## config.mk

```make
export PLATFORM = sky130hd
export DESIGN_NAME = sr_bank_ctrl
export DESIGN_NICKNAME = d
export VERILOG_FILES = /design/src/rtl/sr_bank_ctrl.sv
export SDC_FILE = /design/constraint.sdc
export NUM_CORES = 1
export LEC_CHECK = 0
export ABC_AREA = 1
export CORE_ASPECT_RATIO = 1.75
export CORE_UTILIZATION = 25
export CTS_CLUSTER_SIZE = 30
export DETAILED_ROUTE_END_ITERATION = 10
export GPL_TIMING_DRIVEN = 1
export PLACE_DENSITY = 0.46
export SLEW_MARGIN = 20
export SYNTH_ARGS = -nofsm -noshare
export SYNTH_HDL_FRONTEND = slang
export SYNTH_SLANG_ARGS = --single-unit
```

## constraint.sdc

```tcl
create_clock -name clk -period 2.3 [get_ports clk]
set_input_delay 0.46 -clock clk [delete_from_list [all_inputs] [get_ports clk]]
set_output_delay 0.46 -clock clk [all_outputs]
set_load 0.005 [all_outputs]
```

## src/rtl/sr_bank_ctrl.sv

```systemverilog
// sr_bank_ctrl: round-robin arbitrated set/clear/toggle/read controller for a 4-flag SR flop bank.
module sr_bank_ctrl (
  input  logic       clk,
  input  logic       rst_n,
  input  logic       req0,
  input  logic       req1,
  input  logic [1:0] op0,
  input  logic [1:0] op1,
  input  logic [1:0] idx0,
  input  logic [1:0] idx1,
  input  logic [3:0] q,
  output logic [3:0] s,
  output logic [3:0] r,
  output logic       ack0,
  output logic       ack1,
  output logic       rdata,
  output logic       err,
  output logic       busy
);
  typedef enum logic [1:0] {IDLE, DRIVE, CHECK, DONE} state_t;
  state_t     state_q, state_d;
  logic       gnt_q, gnt_d, exp_q, exp_d;
  logic [1:0] idx_q, idx_d, op_sel;
  logic [3:0] s_q, s_d, r_q, r_d;
  logic       ack0_q, ack0_d, ack1_q, ack1_d, rdata_q, rdata_d, err_q, err_d, busy_q, busy_d;
  logic       cur, set_op, clr_op;
  always_comb begin
    state_d = state_q;
    gnt_d   = gnt_q;
    idx_d   = idx_q;
    exp_d   = exp_q;
    s_d     = '0;
    r_d     = '0;
    ack0_d  = 1'b0;
    ack1_d  = 1'b0;
    rdata_d = 1'b0;
    err_d   = 1'b0;
    op_sel  = '0;
    cur     = 1'b0;
    set_op  = 1'b0;
    clr_op  = 1'b0;
    unique case (state_q)
      IDLE: if (req0 || req1) begin
        gnt_d   = (req0 && req1) ? ~gnt_q : req1;
        op_sel  = gnt_d ? op1 : op0;
        idx_d   = gnt_d ? idx1 : idx0;
        cur     = q[idx_d];
        set_op  = (op_sel == 2'b01) || (op_sel == 2'b11 && !cur);
        clr_op  = (op_sel == 2'b10) || (op_sel == 2'b11 && cur);
        exp_d   = set_op || (!clr_op && cur);
        s_d     = set_op ? 4'b0001 << idx_d : 4'b0000;
        r_d     = clr_op ? 4'b0001 << idx_d : 4'b0000;
        state_d = DRIVE;
      end
      DRIVE: state_d = CHECK;
      CHECK: begin
        ack0_d  = !gnt_q;
        ack1_d  = gnt_q;
        rdata_d = q[idx_q];
        err_d   = q[idx_q] != exp_q;
        state_d = DONE;
      end
      default: state_d = IDLE;
    endcase
    busy_d = state_d != IDLE;
  end
  // gnt_q holds the last granted requester; resetting it to 1 lets req0 win the first tie
  always_ff @(posedge clk or negedge rst_n) begin
    if (!rst_n) begin
      state_q <= IDLE;
      gnt_q   <= 1'b1;
      idx_q   <= '0;
      exp_q   <= 1'b0;
      s_q     <= '0;
      r_q     <= '0;
      ack0_q  <= 1'b0;
      ack1_q  <= 1'b0;
      rdata_q <= 1'b0;
      err_q   <= 1'b0;
      busy_q  <= 1'b0;
    end else begin
      state_q <= state_d;
      gnt_q   <= gnt_d;
      idx_q   <= idx_d;
      exp_q   <= exp_d;
      s_q     <= s_d;
      r_q     <= r_d;
      ack0_q  <= ack0_d;
      ack1_q  <= ack1_d;
      rdata_q <= rdata_d;
      err_q   <= err_d;
      busy_q  <= busy_d;
    end
  end
  assign s     = s_q;
  assign r     = r_q;
  assign ack0  = ack0_q;
  assign ack1  = ack1_q;
  assign rdata = rdata_q;
  assign err   = err_q;
  assign busy  = busy_q;
endmodule

```

==> metrics.cfg <==
[setup_path]
max_stage_delay_ns=0.57
cp_cell_sequence=clkdlybuf4s50_1 -> nand3_1 -> nand3_1 -> nand2_1 -> nand2_2 -> nand2_2 -> nand2_4 -> nand2_1 -> nand2_1 -> nand2_1
crit_arrival_ns=1.83
worstPathRequired_ns=2.44
timing.critical_path.fanout_max=6
setup.worst_path.end_class=register
family_with_the_most_delay_on_the_worst_path=simple AND/OR/NAND/NOR gates
crit_top_cell=nand2_1
criticalPathCategory=in -> reg
count_of_buffering_cells_on_the_critical_path_with_inverters_included=1
critical_path.startpoint_type=input pin
worst_path_max_delay_cell=clkdlybuf4s50_1

[logic_synthesis]
synth_largest_type_area_fraction_pct=50.07
ys_ff_latch=19
ys_seq_area_share_pct=52.99
synthCells=100
synth_area_leader_cell=dfrtp_1
postSynthAreaPerCell_sq_um=8.996
postSynthNetCount=118
synth.cell_area_sq_um=899.6
netlist-cell-type-count=20
yosysWarnings=0
synth_top_cells_by_area=dfrtp_1 50%, nand2_1 7.5%, nand3_1 6.1%

[worst_hold_path]
hold_path.class=reg -> reg

[route]
average_wire_per_cell_in_the_routed_design_um=9.775
via_count=758
postRouteAntennaNets=0
finalWirelength_mm=1.740
drt_pre_antenna_iters=4
drt-initial-drc-count=11
drcViolationCount=0
vias_per_cell=4.258

[cells_and_area]
layout-drive-gt1-share_pct=14.29
fillers=358
ant_diodes=0
finalInstanceArea_sq_mm=0.001289
finish.cell_count_without_fillers=178
layout.nets=152
regArea_sq_um=476.7
flow.area_growth_from_synthesis_pct=43.25
multi_input_comb_area_sq_um=366.6

[power]
total_power_mw=1.189
pwr-share-clk_pct=18.5
netSwitchingPower_mw=0.3978
power_switching_share_pct=33.45
ir_worst_vdd_uv=372.1
sequentialPowerShare_pct=41.7
leakage_nw=0.6167
p_int_mw=0.7913
share_comb_of_total_power_pct=39.8
power_density_mw_per_mm2=922.7

[timing]
tightest_slew_ns=0.2410
period_minus_slack_ns=1.694
setup_violations=0
timing_max_transition_violations_final=0
worst_relative_slew_slack_pct=83.87
final.setup_skew_ns=0.003926
finalCritPeriodShare_pct=73.66
fmaxAchievable_mhz=590.3
report.final.hold_viol_count=0
rsz_0062_raised_after_global_routing=no
totalNegativeSetupSlack_ns=0

[floorplan]
core_footprint_sq_mm=0.003398
fp.dieArea_sq_mm=0.003852
initial_core_util_pct=26.47
ios=29
die_h_um=81.36
floorplan.die.width_um=47.35
row_count=28

[cts]
clkTransAtPathRegs_ns=0.07
quantity_of_gates_resized_following_cts=0
cts_root_buffer=clkbuf_8
worstSkewPairLatency_ns=0.25
cts_sinks=19
hold_buffers=0
numCtsBuffers=3
clock_tree.buffer_depth=2
number_of_levels_in_the_clock_h_tree=1
cts_tree=yes
cts.repair_timing.setup_buffer_count=0

[placed_design]
port_buffers=28
dpl-instance-area_sq_mm=0.001244
hpwlAfterDp_mm=1.447
final_weighted_congestion_in_routability_driven_placement=0.7930
numPlacedInstances=174

[grt]
grt_max_degree=20
grt_pass1_vias=749
grt_first_pass_wirelength_mm=3.167
antenna_found_initial=0
gr-total-overflow=0
grt_use_total_pct=11.54

[job]
drv_cap=0

[status]
status=finished clean

[registers in the layout, summed over array words and instances, names as in the netlist]
name and cells:
r 4, s 4, idx_q 2, state_q 2, ack0 1, ack1 1
busy 1, err 1, exp_q 1, gnt_q 1, rdata 1
[worst register-to-register path, delay by kind of cell (launching register included)]
| family | cells | cell delay, ns |
|---|---|---|
| multiplexers | 1 | 0.39 |
| AND/OR/NAND/NOR | 6 | 0.47 |
| flip-flops | 1 | 0.57 |
[through the flow]
step | setup WS [ns] | hold slack (ns) | utilization [%]
floorplan | 0.8690 | 0.1644 | -
finish | 0.6059 | 0.4863 | 37.92
CTS | 0.6048 | 0.4897 | 37.92
global route | 0.4818 | 0.5370 | 37.92
global placement | 0.3442 | 0.4582 | 36.60
detailed placement | 0.3441 | 0.4800 | 36.60
[cells in the mapped netlist (all sizes together)]
cell	number
nand2	26
dfrtp	18
inv	15
nand3	12
nor2	10
o21ai	6
a21oi	5
ha	2
dfstp	1
mux2	1
nand4	1
o21a	1
or2	1
xor2	1
[power groups by stage]
| stage | Sequential [mW] | Combinational, mW | Clock [mW] |
|---|---|---|---|
| finish | 0.496 | 0.473 | 0.220 |
| global route | 0.511 | 0.540 | 0.242 |
| CTS | 0.497 | 0.478 | 0.227 |
| detailed placement | 0.501 | 0.478 | 0 |
| global placement | 0.499 | 0.466 | 0 |
| floorplan | 0.495 | 0.285 | 0 |
[metal layers]
metal,wire length (um),global-route usage [%],vias to the layer above
li1,-,-,383
met1,668,13.15,355
met2,981,19.45,18
met3,49,0.6667,2
met4,40,7.714,0
met5,0,0,-
[final cells by class]
| type | count | area share [%] |
|---|---|---|
| repair buffers | 29 | 22.33 |
| multi-input cells | 66 | 28.45 |
| flip-flops and latches | 19 | 36.99 |
| well taps | 45 | 4.369 |
| inverters | 15 | 4.369 |
| clock buffers | 4 | 3.495 |
[logic make-up after synthesis]
family | count (synthesis) | share of synthesized area [%]
AOI/OAI and AO/OA | 12 | 7.371
xor gates and xnor gates | 1 | 0.9738
adders and majority gates | 2 | 2.781
buffers and inverters | 15 | 6.258
DFF | 19 | 52.99
muxes | 1 | 1.252
and+or+nand+nor | 50 | 28.37
[cell usage in the layout, fill, tap and decap left out, types with 2 or more instances in the layout]
cell type	n
inv_1	14
a21oi_1	5
dfrtp_1	18
nand2_2	5
o21ai_0	5
nand2_4	3
ha_1	2
clkdlybuf4s50_1	28
nand3_1	11
nor2_1	9
nand2_1	18
clkbuf_8	3
[path summary, 6_finish.rpt]
path	from	to	slack, ns	cells past startpoint
max	req1	exp_q	0.61	10
min	state_q[0]	state_q[0]	0.49	1
max reg2reg	gnt_q	exp_q	0.76	7
min reg2reg	state_q[0]	state_q[0]	0.49	1
max in group asynchronous	rst_n	gnt_q	1.51	2
min in group asynchronous	rst_n	state_q[0]	0.53	2
No activity file was read; power rests on OpenSTA's default activity.
